`src/rtl/lcd_pkg.sv`:
```
// rtl/lcd_pkg.sv - shared states, HD44780 command bytes and init timing for lcd_text_ctrl
package lcd_pkg;

  typedef enum logic [2:0] {
    ST_POWERUP,
    ST_INIT,
    ST_CONFIG,
    ST_IDLE,
    ST_SET_ADDR,
    ST_FETCH,
    ST_WRITE_CHAR
  } lcd_state_e;

  typedef enum logic [2:0] {
    TX_IDLE,
    TX_SETUP,
    TX_EHIGH,
    TX_GAP,
    TX_WAIT
  } tx_state_e;

  localparam logic [7:0] CMD_FUNC_2LINE = 8'h28;
  localparam logic [7:0] CMD_FUNC_1LINE = 8'h20;
  localparam logic [7:0] CMD_ENTRY_MODE = 8'h06;
  localparam logic [7:0] CMD_DISP_ON    = 8'h0C;
  localparam logic [7:0] CMD_CLEAR      = 8'h01;
  localparam logic [7:0] CMD_SET_DDRAM  = 8'h80;
  localparam logic [7:0] DDRAM_ROW1     = 8'h40;

  localparam int INIT_WAIT_0  = 205000;
  localparam int INIT_WAIT_1  = 5000;
  localparam int INIT_WAIT_2  = 2000;
  localparam int INIT_WAIT_3  = 2000;
  localparam int SETUP_CYCLES = 2;

  // Wake-up sequence: three 8-bit-mode nibbles, then the switch to 4-bit mode.
  function automatic logic [7:0] init_nibble(input logic [1:0] step);
    return (step == 2'd3) ? 8'h02 : 8'h03;
  endfunction

  function automatic logic [7:0] config_byte(input logic [1:0] step, input logic two_rows);
    case (step)
      2'd0:    config_byte = two_rows ? CMD_FUNC_2LINE : CMD_FUNC_1LINE;
      2'd1:    config_byte = CMD_ENTRY_MODE;
      2'd2:    config_byte = CMD_DISP_ON;
      default: config_byte = CMD_CLEAR;
    endcase
  endfunction

endpackage

```
`src/rtl/lcd_nibble_tx.sv`:
```
// rtl/lcd_nibble_tx.sv - one 4-bit LCD transfer (single nibble or full byte) including the post-transfer wait
module lcd_nibble_tx
  import lcd_pkg::*;
#(
  parameter int E_PULSE  = 12,
  parameter int NIB_GAP  = 50,
  parameter int CMD_WAIT = 2000,
  parameter int CLR_WAIT = 82000
) (
  input  logic        clk_i,
  input  logic        reset_i,
  input  logic        start_i,
  input  logic [7:0]  byte_i,
  input  logic        rs_i,
  input  logic        nibble_only_i,
  input  logic        long_wait_i,
  input  logic [31:0] nib_wait_i,
  output logic        done_o,
  output logic        lcd_e_o,
  output logic        lcd_rs_o,
  output logic [3:0]  sf_d_o
);

  localparam logic [31:0] SETUP_LAST = 32'(SETUP_CYCLES - 1);
  localparam logic [31:0] E_LAST     = 32'(E_PULSE - 1);
  localparam logic [31:0] GAP_LAST   = 32'(NIB_GAP - 1);

  tx_state_e   st_q;
  logic [31:0] cnt_q;
  logic [31:0] wait_q;
  logic [3:0]  lo_nib_q;
  logic        hi_q;
  logic        done_q;
  logic        lcd_e_q;
  logic        lcd_rs_q;
  logic [3:0]  sf_d_q;

  always_ff @(posedge clk_i) begin
    done_q <= 1'b0;
    if (reset_i) begin
      st_q     <= TX_IDLE;
      cnt_q    <= '0;
      wait_q   <= '0;
      lo_nib_q <= '0;
      hi_q     <= 1'b0;
      lcd_e_q  <= 1'b0;
      lcd_rs_q <= 1'b0;
      sf_d_q   <= '0;
    end else begin
      case (st_q)
        TX_IDLE: begin
          if (start_i) begin
            lo_nib_q <= byte_i[3:0];
            hi_q     <= ~nibble_only_i;
            sf_d_q   <= nibble_only_i ? byte_i[3:0] : byte_i[7:4];
            lcd_rs_q <= rs_i;
            wait_q   <= nibble_only_i ? nib_wait_i :
                        (long_wait_i ? 32'(CLR_WAIT) : 32'(CMD_WAIT));
            cnt_q    <= '0;
            st_q     <= TX_SETUP;
          end
        end
        TX_SETUP: begin
          if (cnt_q == SETUP_LAST) begin
            cnt_q   <= '0;
            lcd_e_q <= 1'b1;
            st_q    <= TX_EHIGH;
          end else begin
            cnt_q <= cnt_q + 32'd1;
          end
        end
        TX_EHIGH: begin
          if (cnt_q == E_LAST) begin
            cnt_q   <= '0;
            lcd_e_q <= 1'b0;
            st_q    <= hi_q ? TX_GAP : TX_WAIT;
          end else begin
            cnt_q <= cnt_q + 32'd1;
          end
        end
        // High nibble stays on the bus through the gap; the low nibble loads at the next setup.
        TX_GAP: begin
          if (cnt_q == GAP_LAST) begin
            cnt_q  <= '0;
            hi_q   <= 1'b0;
            sf_d_q <= lo_nib_q;
            st_q   <= TX_SETUP;
          end else begin
            cnt_q <= cnt_q + 32'd1;
          end
        end
        TX_WAIT: begin
          if (cnt_q == wait_q - 32'd1) begin
            cnt_q  <= '0;
            done_q <= 1'b1;
            st_q   <= TX_IDLE;
          end else begin
            cnt_q <= cnt_q + 32'd1;
          end
        end
        default: st_q <= TX_IDLE;
      endcase
    end
  end

  assign done_o   = done_q;
  assign lcd_e_o  = lcd_e_q;
  assign lcd_rs_o = lcd_rs_q;
  assign sf_d_o   = sf_d_q;

endmodule

```
`src/rtl/lcd_text_ctrl.sv`:
```
// rtl/lcd_text_ctrl.sv - character LCD init + screen refresh controller; LCD_AUTO_REFRESH_EN adds periodic refresh
module lcd_text_ctrl
  import lcd_pkg::*;
#(
  parameter int ROWS           = 2,
  parameter int COLS           = 16,
  parameter int ADDR_W         = 11,
  parameter int POWERUP_CYCLES = 750000,
  parameter int E_PULSE        = 12,
  parameter int NIB_GAP        = 50,
  parameter int CMD_WAIT       = 2000,
  parameter int CLR_WAIT       = 82000,
  parameter int INIT_WAIT0     = INIT_WAIT_0,
  parameter int INIT_WAIT1     = INIT_WAIT_1,
  parameter int INIT_WAIT2     = INIT_WAIT_2,
  parameter int INIT_WAIT3     = INIT_WAIT_3
`ifdef LCD_AUTO_REFRESH_EN
  , parameter int REFRESH_PERIOD = 50000000
`endif
) (
  input  logic              clk,
  input  logic              reset,
  input  logic              refresh_req,
  input  logic [ADDR_W-1:0] base_addr,
  output logic [ADDR_W-1:0] mem_addr,
  input  logic [7:0]        mem_data,
  output logic              busy,
  output logic              init_done,
  output logic              lcd_e,
  output logic              lcd_rs,
  output logic              lcd_rw,
  output logic [3:0]        sf_d
);

  localparam logic [31:0] POWERUP_LAST = 32'(POWERUP_CYCLES - 1);
  localparam logic        TWO_ROWS     = (ROWS == 2);

  lcd_state_e        state_q;
  logic [31:0]       cnt_q;
  logic [1:0]        step_q;
  logic              issued_q;
  logic              row_q;
  logic [5:0]        col_q;
  logic              pending_q;
  logic              busy_q;
  logic              init_done_q;
  logic [ADDR_W-1:0] mem_addr_q;
  logic              tx_start_q;
  logic [7:0]        tx_byte_q;
  logic              tx_rs_q;
  logic              tx_nib_only_q;
  logic              tx_long_q;
  logic [31:0]       tx_nib_wait_q;
  logic              tx_done;
  logic              refresh_evt;

  function automatic logic [31:0] init_wait(input logic [1:0] s);
    case (s)
      2'd0:    init_wait = 32'(INIT_WAIT0);
      2'd1:    init_wait = 32'(INIT_WAIT1);
      2'd2:    init_wait = 32'(INIT_WAIT2);
      default: init_wait = 32'(INIT_WAIT3);
    endcase
  endfunction

`ifdef LCD_AUTO_REFRESH_EN
  logic [31:0] auto_cnt_q;
  logic        auto_tick_q;

  always_ff @(posedge clk) begin
    if (reset || !init_done_q) begin
      auto_cnt_q  <= '0;
      auto_tick_q <= 1'b0;
    end else if (auto_cnt_q == 32'(REFRESH_PERIOD - 1)) begin
      auto_cnt_q  <= '0;
      auto_tick_q <= 1'b1;
    end else begin
      auto_cnt_q  <= auto_cnt_q + 32'd1;
      auto_tick_q <= 1'b0;
    end
  end

  assign refresh_evt = refresh_req | auto_tick_q;
`else
  assign refresh_evt = refresh_req;
`endif

  always_ff @(posedge clk) begin
    tx_start_q <= 1'b0;
    if (reset) begin
      state_q       <= ST_POWERUP;
      cnt_q         <= '0;
      step_q        <= '0;
      issued_q      <= 1'b0;
      row_q         <= 1'b0;
      col_q         <= '0;
      pending_q     <= 1'b0;
      busy_q        <= 1'b1;
      init_done_q   <= 1'b0;
      mem_addr_q    <= '0;
      tx_byte_q     <= '0;
      tx_rs_q       <= 1'b0;
      tx_nib_only_q <= 1'b0;
      tx_long_q     <= 1'b0;
      tx_nib_wait_q <= '0;
    end else begin
      if (refresh_evt && state_q != ST_IDLE) pending_q <= 1'b1;
      case (state_q)
        ST_POWERUP: begin
          if (cnt_q == POWERUP_LAST) begin
            cnt_q   <= '0;
            step_q  <= '0;
            state_q <= ST_INIT;
          end else begin
            cnt_q <= cnt_q + 32'd1;
          end
        end
        ST_INIT: begin
          if (!issued_q) begin
            issued_q      <= 1'b1;
            tx_start_q    <= 1'b1;
            tx_byte_q     <= init_nibble(step_q);
            tx_rs_q       <= 1'b0;
            tx_nib_only_q <= 1'b1;
            tx_long_q     <= 1'b0;
            tx_nib_wait_q <= init_wait(step_q);
          end else if (tx_done) begin
            issued_q <= 1'b0;
            step_q   <= step_q + 2'd1;
            if (step_q == 2'd3) state_q <= ST_CONFIG;
          end
        end
        ST_CONFIG: begin
          if (!issued_q) begin
            issued_q      <= 1'b1;
            tx_start_q    <= 1'b1;
            tx_byte_q     <= config_byte(step_q, TWO_ROWS);
            tx_rs_q       <= 1'b0;
            tx_nib_only_q <= 1'b0;
            tx_long_q     <= (config_byte(step_q, TWO_ROWS) == CMD_CLEAR);
          end else if (tx_done) begin
            issued_q <= 1'b0;
            step_q   <= step_q + 2'd1;
            if (step_q == 2'd3) begin
              init_done_q <= 1'b1;
              busy_q      <= 1'b0;
              state_q     <= ST_IDLE;
            end
          end
        end
        ST_IDLE: begin
          if (pending_q || refresh_evt) begin
            pending_q  <= 1'b0;
            busy_q     <= 1'b1;
            mem_addr_q <= base_addr;
            row_q      <= 1'b0;
            state_q    <= ST_SET_ADDR;
          end
        end
        ST_SET_ADDR: begin
          if (!issued_q) begin
            issued_q      <= 1'b1;
            tx_start_q    <= 1'b1;
            tx_byte_q     <= CMD_SET_DDRAM | (row_q ? DDRAM_ROW1 : 8'h00);
            tx_rs_q       <= 1'b0;
            tx_nib_only_q <= 1'b0;
            tx_long_q     <= 1'b0;
          end else if (tx_done) begin
            issued_q <= 1'b0;
            col_q    <= '0;
            state_q  <= ST_FETCH;
          end
        end
        // mem_addr_q already holds the running index; one cycle covers the read latency.
        ST_FETCH: state_q <= ST_WRITE_CHAR;
        ST_WRITE_CHAR: begin
          if (!issued_q) begin
            issued_q      <= 1'b1;
            tx_start_q    <= 1'b1;
            tx_byte_q     <= mem_data;
            tx_rs_q       <= 1'b1;
            tx_nib_only_q <= 1'b0;
            tx_long_q     <= 1'b0;
          end else if (tx_done) begin
            issued_q   <= 1'b0;
            mem_addr_q <= mem_addr_q + 1'b1;
            if (col_q != 6'(COLS - 1)) begin
              col_q   <= col_q + 6'd1;
              state_q <= ST_FETCH;
            end else if (row_q != 1'(ROWS - 1)) begin
              row_q   <= 1'b1;
              state_q <= ST_SET_ADDR;
            end else begin
              busy_q  <= 1'b0;
              state_q <= ST_IDLE;
            end
          end
        end
        default: state_q <= ST_POWERUP;
      endcase
    end
  end

  lcd_nibble_tx #(
    .E_PULSE  (E_PULSE),
    .NIB_GAP  (NIB_GAP),
    .CMD_WAIT (CMD_WAIT),
    .CLR_WAIT (CLR_WAIT)
  ) u_tx (
    .clk_i         (clk),
    .reset_i       (reset),
    .start_i       (tx_start_q),
    .byte_i        (tx_byte_q),
    .rs_i          (tx_rs_q),
    .nibble_only_i (tx_nib_only_q),
    .long_wait_i   (tx_long_q),
    .nib_wait_i    (tx_nib_wait_q),
    .done_o        (tx_done),
    .lcd_e_o       (lcd_e),
    .lcd_rs_o      (lcd_rs),
    .sf_d_o        (sf_d)
  );

  assign mem_addr  = mem_addr_q;
  assign busy      = busy_q;
  assign init_done = init_done_q;
  assign lcd_rw    = 1'b0;

endmodule

```
`config.mk`:
```
export PLATFORM = sky130hd
export DESIGN_NAME = lcd_text_ctrl
export DESIGN_NICKNAME = d
export VERILOG_FILES = /design/src/rtl/lcd_pkg.sv /design/src/rtl/lcd_nibble_tx.sv /design/src/rtl/lcd_text_ctrl.sv
export SDC_FILE = /design/constraint.sdc
export NUM_CORES = 1
export LEC_CHECK = 0
export CAP_MARGIN = 5
export CORE_ASPECT_RATIO = 0.75
export CORE_MARGIN = 2
export CORE_UTILIZATION = 40
export DETAILED_ROUTE_END_ITERATION = 6
export GPL_ROUTABILITY_DRIVEN = 0
export GPL_TIMING_DRIVEN = 0
export SLEW_MARGIN = 20
export SYNTH_ARGS = -nofsm -noshare
export SYNTH_HDL_FRONTEND = slang
export SYNTH_SLANG_ARGS = --single-unit
```
`constraint.sdc`:
```
create_clock -name clk -period 5.35 [get_ports clk]
set_clock_uncertainty 0.2 [all_clocks]
set_input_delay 1.3375 -clock clk [delete_from_list [all_inputs] [get_ports clk]]
set_output_delay 1.3375 -clock clk [all_outputs]
set_load 0.005 [all_outputs]
```
## Word level (Yosys, flattened, before mapping)

Index checks and enable logic that the tools add are counted.

- Add/sub/neg operators: 6
- Equal/unequal tests: 50
- Mux-type cells: 93
- Bitwise logic cells: 4
- Reductions and logical operators: 40

Operators by type and width:

| operator | number |
|---|---|
| 2-to-1 mux 32 bit | 7 |
| case mux 32 bit (5 select lines) | 1 |
| adder 32 x 1 -> 32 bit, second input constant | 2 |
| 2-to-1 mux 3 bit | 20 |
| 2-to-1 mux 8 bit | 6 |
| != test 2 bit, second input constant | 19 |
| case mux 18 bit (2 select lines) | 1 |
| 2-to-1 mux 11 bit | 3 |
| == test 32 x 1 -> 1 bit, second input constant | 1 |
| == test 32 x 20 -> 1 bit, second input constant | 1 |
| == test 32 bit | 1 |
| == test 32 x 4 -> 1 bit, second input constant | 1 |
| == test 32 x 6 -> 1 bit, second input constant | 1 |
| case mux 8 bit (4 select lines) | 1 |
| subtractor 32 x 1 -> 32 bit, second input constant | 1 |
| 2-to-1 mux 6 bit | 5 |
| 2-to-1 mux 1 bit | 27 |
| case mux 11 bit (2 select lines) | 1 |
| case mux 3 bit (7 select lines) | 1 |
| != test 2 x 1 -> 1 bit, second input constant | 10 |
| case mux 6 bit (3 select lines) | 1 |
| 2-to-1 mux 17 bit | 1 |
| nonzero test 2 bit | 8 |
| case mux 3 bit (5 select lines) | 1 |
| other kinds (37) | 72 |

- Bits in registers: 182
- Input bits: 22
- Logic and storage cells: 218

## Depth between registers and ports, before layout

Gate-level depths: netlist of run 1.

- Depth after elaboration: 8
- Depth in mapped cells: 11
- Depth with buffers taken out: 10

## Cells and area by module

From an unflattened synthesis of run 1, not the netlist that was laid out.

- Cell total of the unflattened synthesis: 1,147
- Area, all modules: 9,021.2 µm²

By module, submodules not included:

| module | instances | cells each | area an instance (µm²) | sequential area each (µm²) |
|---|---|---|---|---|
| lcd_nibble_tx | 1 | 640 | 4,933.5 | 1,581.5 |
| lcd_text_ctrl | 1 | 507 | 4,087.7 | 1,561.5 |

## Least setup slack after synthesis of run 1

Ideal clock, no wire load.

- Kind: input to register
- From: input reset
- To: register u_tx.cnt_q[29]
- Arrival time: 2,769 ps
- Required time: 5,091 ps
- Path slack: 2,323 ps
- Cell stages on the path: 7
- Buffers on the path: 3
- Cell sequence: clkbuf_1 or2_2 clkbuf_2 o32a_1 buf_2 o31ai_1 a31o_1

RTL lines:

| item | line | text |
|---|---|---|
| start: declaration | lcd_text_ctrl.sv:22 | `input logic reset,` |
| end signal: assignment | lcd_nibble_tx.sv:69 | `cnt_q <= cnt_q + 32'd1;` |
| end signal: assignment | lcd_nibble_tx.sv:78 | `cnt_q <= cnt_q + 32'd1;` |
| end signal: assignment | lcd_nibble_tx.sv:89 | `cnt_q <= cnt_q + 32'd1;` |
| end: declaration | lcd_nibble_tx.sv:29 | `logic [31:0] cnt_q;` |

## Worst setup path after layout of run 1

- From: input refresh_req
- To: register mem_addr_q[3] (netlist: mem_addr[3])

- Cells in the longest elaborated chain, start to end: 3

Ends and longest elaborated chain:

| item | line | text |
|---|---|---|
| start: declaration | lcd_text_ctrl.sv:23 | `input logic refresh_req,` |
| logical OR 1 bit | lcd_text_ctrl.sv:152 | `if (pending_q \|\| refresh_evt) begin` |
| != test 2 bit (no line) | n/a |  |
| AND reduction 4 bit (no line) | n/a |  |
| end signal: assignment | lcd_text_ctrl.sv:155 | `mem_addr_q <= base_addr;` |
| end signal: assignment | lcd_text_ctrl.sv:186 | `mem_addr_q <= mem_addr_q + 1'b1;` |
| end: declaration | lcd_text_ctrl.sv:47 | `logic [ADDR_W-1:0] mem_addr_q;` |

Every way passes these cells.
A chain may end at the register's enable or synchronous reset.

==> results.json, run 1 <==
{
  "rows": 43,
  "synth_flop_cell": "dfxtp_1",
  "path_clk_slew_ns": 0.06,
  "post-route-period-util": 0.6499,
  "power_mw": 2.593,
  "finalNetCount": 1039,
  "drtIter0Drc": 671,
  "rrSetupSlack_ns": 1.96,
  "setup_viol": 0,
  "die_h_um": 121.9,
  "critPathKind": "in2reg",
  "crit_slowest_cell": "nor3b_1",
  "final_cells": 1263,
  "ys_seq_elements": 135,
  "synthCells": 945,
  "initial_core_util": 0.4044,
  "postCtsHoldBufs": 0,
  "r2r_cells": 9,
  "synth-edff-count": 0,
  "cts_setup_buffers": 0,
  "synth-seq-area-share": 0.3643,
  "relSlewSlack": 0.4523,
  "insertion_delay_ns": 0.43,
  "met2_usage": 0.2881,
  "timing.final.ws_setup_ns": 1.873,
  "portBuffers": 39,
  "holdCritPathClass": "reg2reg",
  "p_per_area_nw_per_um2": 297.1,
  "netlist_top_cells_area": "dfxtp_1 36%, nor2_1 5.6%, a21oi_1 5.5%",
  "crit_buf_inv": 2,
  "wirelength_um": 20250,
  "synth-warning-count": 0,
  "async_flop_share": 0,
  "drtPass1Iterations": 5,
  "num_antenna_cells": 0,
  "viasPerCell": 5.602,
  "ys_types": 76,
  "worstSetupStartpointType": "primary input",
  "drcViolationCount": 0,
  "cap_viol_max_count": 0,
  "seq_area_um2": 2703,
  "wire_per_inst_um": 16.03,
  "finalHoldViolations": 0,
  "fin_setup_tns_ns": 0,
  "gr-total-overflow": 0,
  "antenna_left": 0,
  "drive_above_1_share": 0.06496,
  "max_freq_mhz": 287.6,
  "crit_chain": "clkdlybuf4s50_1 > nor2_1 > nor3b_1 > a21oi_1 > nor2_1 > clkbuf_1 > o21ai_0 > a22oi_1 > nor2_1",
  "cts_root_buf": "clkbuf_16",
  "first_global_vias": 6470,
  "multi_input_area_um2": 4340,
  "pre_cts_slack_ns": 1.491,
  "finalCriticalPeriod_ns": 3.477,
  "fillers": 1814,
  "p_leak_nw": 3.028,
  "synth_top_area_frac": 0.3643,
  "cts.sinks": 135,
  "ios": 42,
  "post_cts_resized": 0,
  "die_w_um": 161.3,
  "whs_endpoint": "u_tx.sf_d_o[2]",
  "hold_start": "u_tx.sf_d_o[2]",
  "reg2reg_to": "u_tx.cnt_q[17]",
  "layout_commonest_cell": "dfxtp_1",
  "postSynthAreaPerCell_um2": 7.850,
  "rsz0062_at_grt": "false",
  "hpwl_um": 14660,
  "dieArea_um2": 19660,
  "slew_violations": 0,
  "busiest_layer": "met1",
  "cp_slowest_stage_delay_ns": 0.58,
  "grt_pass1_wl_um": 33840,
  "met3_usage": 0.04971,
  "critPathTopFamily": "buffers and inverters",
  "worstPathMaxFanout": 10,
  "grt_max_degree": 17,
  "setup.worst_path.end_class": "register",
  "synth_nets": 981,
  "area_growth_pct": 17.68,
  "cpMostUsedCell": "nor2_1",
  "dp.cells": 1231,
  "use_met1": 0.3416,
  "cts_buffer_depth": 2,
  "cts_made_buffers": 17,
  "core_um2": 18350,
  "required_ns": 5.45,
  "num_vias": 7075,
  "final_cell_mix": "135 x dfxtp_1, 111 x nor2_1, 105 x nand2_1",
  "hold_depth": 2,
  "worst_ep_arrival_time_ns": 3.58,
  "worstReg2RegStart": "u_tx.cnt_q[24]",
  "grt_antenna_before_repair": 0,
  "yosys.area.top_type": "dfxtp_1",
  "grt_usage": 0.2160,
  "vdd_ir_drop_max_mv": 0.2454,
  "synth_area_um2": 7418,
  "tightest_slew_ns": 0.8141,
  "tritoncts": "yes",
  "status": "complete, no violations",
  "h-tree-depth": 4
}
logic make-up after synthesis:
| kind of cell | Yosys count | share of synthesized area |
|---|---|---|
| compound gates | 227 | 0.2044 |
| xor+xnor | 51 | 0.06021 |
| fa+ha+maj | 14 | 0.02361 |
| buf+inv | 88 | 0.05060 |
| flops | 135 | 0.3643 |
| mux | 11 | 0.01501 |
| other cells | 1 | 0.0005055 |
| simple gates | 418 | 0.2813 |
per-layer routing:
layer  up-vias  part of all wire
li1       3512                 -
met2       234              0.38
met3        22             0.071
met1      3307              0.53
met4         0             0.012
met5         -                 0
worst max path at each step:
stage	endpoint	from	slack [ns]	depth (start not counted)
2_1_floorplan	u_tx.cnt_q[29]	reset	2.32	7
3_3_place_gp	mem_addr[3]	refresh_req	1.49	9
3_5_place_dp	mem_addr[3]	refresh_req	1.49	9
4_1_cts	mem_addr[3]	refresh_req	1.94	9
5_1_grt	u_tx.cnt_q[17]	u_tx.cnt_q[24]	1.69	9
6_report	mem_addr[3]	refresh_req	1.87	9
tightest hold or removal path: stages (launching register included):
cell	delay [ns]
dfxtp_1	0.31
nand2_1	0.05
a21oi_1	0.06
area by class of cell:
| class | count | share of cell area |
|---|---|---|
| multi-input cells | 722 | 0.4972 |
| flip-flops and latches | 135 | 0.3096 |
| clock buffers | 18 | 0.05031 |
| repair buffers | 39 | 0.04472 |
| well taps | 247 | 0.03540 |
| plain buffers | 70 | 0.03526 |
| clock inverters | 14 | 0.01978 |
| inverters | 18 | 0.007740 |
power by group:
| group | total [mW] | internal (mW) | leakage (nW) | switching, mW |
|---|---|---|---|---|
| logic | 0.318 | 0.119 | 1.64 | 0.199 |
| registers | 1.06 | 1.04 | 1.09 | 0.0225 |
| clock network | 1.22 | 0.748 | 0.297 | 0.468 |
flip-flops by register name, summed over array words and instances, names as in the netlist, 3 cells and up:
name,count
tx_byte_q,8
mem_addr,11
u_tx.wait_q,10
state_q,3
u_tx.lo_nib_q,4
tx_nib_wait_q,7
col_q,6
cnt_q,32
u_tx.cnt_q,32
u_tx.sf_d_o,4
u_tx.st_q,3
cell usage after synthesis (all sizes together) (17+ instances only):
library cell,instances
a211oi,17
a21oi,82
clkbuf,55
dfxtp,135
inv,18
nand2,106
nand3,46
nand4,17
nor2,111
nor3,33
o21ai,23
xnor2,23
xor2,28
stage by stage:
stage / hold slack (ns) / util / area, um^2
2_1_floorplan: 0.2322 / - / 7418
3_3_place_gp: 0.2506 / 0.4425 / 8118
3_5_place_dp: 0.2511 / 0.4425 / 8118
4_1_cts: 0.2615 / 0.4758 / 8730
5_1_grt: 0.2790 / 0.4758 / 8730
6_report: 0.2591 / 0.4758 / 8730
Note: power is estimated with default switching activity, not from simulation.
==> inputs of run 2 (changes only) <==
- clock period: 5.35 -> 3.3 ns (I/O delays scaled with it)
==> run 2 against run 1 <==
Via count shrank 0.62%. Sequential share of layout area down 0.13 points. Final cell count barely moved. Clock power is 62% higher. Non-clock buffer count up 1. Wire length fell by 0.18%.
==> results.json, run 2 (synthesis gave the netlist of run 1 again) <==
{
  "grt_usage": 0.2161,
  "core_um2": 18350,
  "cpMostUsedCell": "ha_2",
  "dieArea_um2": 19660,
  "r2r_cells": 11,
  "post-route-period-util": 0.9562,
  "holdCritPathClass": "reg2reg",
  "setup.worst_path.end_class": "register",
  "rrSetupSlack_ns": 0.14,
  "cap_viol_max_count": 0,
  "grt_antenna_before_repair": 0,
  "grt_max_degree": 17,
  "crit_slowest_cell": "or4b_1",
  "slew_violations": 0,
  "p_leak_nw": 3.033,
  "crit_buf_inv": 2,
  "crit_start": "u_tx.wait_q[3]",
  "setup_viol": 0,
  "die_w_um": 161.3,
  "fin_util": 0.4778,
  "reg2reg_to": "u_tx.cnt_q[4]",
  "worstReg2RegStart": "u_tx.wait_q[3]",
  "fin_setup_tns_ns": 0,
  "hold_depth": 2,
  "worst_ep_arrival_time_ns": 3.26,
  "p_per_area_nw_per_um2": 480.7,
  "final_cell_mix": "135 x dfxtp_1, 111 x nor2_1, 105 x nand2_1",
  "finalHoldViolations": 0,
  "wirelength_um": 20210,
  "initial_core_util": 0.4044,
  "h-tree-depth": 4,
  "dp.cells": 1231,
  "worstPathMaxFanout": 10,
  "hpwl_um": 14660,
  "drive_above_1_share": 0.07276,
  "die_h_um": 121.9,
  "drtPass1Iterations": 6,
  "viasPerCell": 5.563,
  "grt_pass1_wl_um": 33870,
  "num_antenna_cells": 0,
  "cp_slowest_stage_delay_ns": 0.48,
  "finalCriticalPeriod_ns": 3.156,
  "insertion_delay_ns": 0.43,
  "ios": 42,
  "worstSetupStartpointType": "register",
  "tightest_slew_ns": 0.7708,
  "area_growth_pct": 18.16,
  "final_cells": 1264,
  "critPathKind": "reg2reg",
  "relSlewSlack": 0.4842,
  "drtIter0Drc": 619,
  "first_global_vias": 6482,
  "crit_chain": "inv_1 > ha_2 > ha_2 > or4b_1 > or3_1 > nand2_1 > nor4b_2 > a31o_2 > buf_6 > a21oi_1 > a221o_1",
  "wire_per_inst_um": 15.99,
  "tritoncts": "yes",
  "antenna_left": 0,
  "drcViolationCount": 0,
  "whs_endpoint": "busy",
  "path_clk_slew_ns": 0.06,
  "gr-total-overflow": 0,
  "required_ns": 3.41,
  "cts_buffer_depth": 2,
  "cts.sinks": 135,
  "portBuffers": 39,
  "status": "complete, no violations",
  "hold_start": "busy",
  "rows": 43,
  "cts_made_buffers": 17,
  "vdd_ir_drop_max_mv": 0.3984,
  "finalNetCount": 1040,
  "critPathTopFamily": "simple AND/OR/NAND/NOR gates",
  "layout_commonest_cell": "dfxtp_1",
  "num_vias": 7031,
  "cts_root_buf": "clkbuf_16",
  "max_freq_mhz": 316.9
}
==> run 2: worst max-delay path by stage <==
stage / slack (ns) / to / cells past startpoint
floorplan: 0.46 / u_tx.cnt_q[19] / 10
global placement: -0.06 / u_tx.cnt_q[17] / 9
detailed placement: -0.05 / mem_addr[3] / 9
CTS: 0.1 / u_tx.cnt_q[4] / 11
global route: -0.0001 / u_tx.cnt_q[4] / 11
finish: 0.14 / u_tx.cnt_q[4] / 11
==> run 2: cell type report <==
class,count,area (um^2)
clock buffer,18,439.2
multi-input combinational,722,4369
sequential,135,2703
fill,1812,9580
buffer,70,307.8
clock inverter,14,172.7
timing repair buffer,40,397.9
tap,247,309.0
inverter,18,67.56
==> run 2: per-stage QoR <==
step | total power [mW] | worst slack (ns) | hold slack [ns] | cell area [um^2]
floorplan | 2.110 | 0.4575 | 0.2322 | 7418
global placement | 2.255 | -0.06128 | 0.2506 | 8118
detailed placement | 2.258 | -0.04657 | 0.2511 | 8118
CTS | 4.247 | 0.09778 | 0.2615 | 8735
global route | 4.403 | -0.00009837 | 0.2790 | 8766
finish | 4.214 | 0.1444 | 0.2582 | 8766
==> run 2: repair_timing <==
item                                    4_1_cts  5_1_grt
endpoints found under the hold margin         0        0
hold buffers                                  0        0
resized for setup                             1        6
endpoints found under the setup margin        2       30
pin swaps                                     0        1
setup buffers                                 0        1
==> run 2: worst min-delay path, cell delays in order, from the launching register on <==
cell     delay, ns
dfxtp_1       0.31
o31ai_1       0.06
nand2_1       0.05
==> run 2: power by group <==
part	total, mW	switching [mW]	internal, mW
Sequential	1.72	0.0362	1.68
Clock	1.98	0.762	1.21
Combinational	0.521	0.325	0.195
==> run 2: layer usage <==
| layer | share of wire | GRT usage | vias up |
|---|---|---|---|
| li1 | - | - | 3511 |
| met4 | 0.010 | 0.05413 | 0 |
| met1 | 0.53 | 0.3407 | 3275 |
| met5 | 0 | 0 | - |
| met3 | 0.073 | 0.05107 | 15 |
| met2 | 0.38 | 0.2886 | 230 |
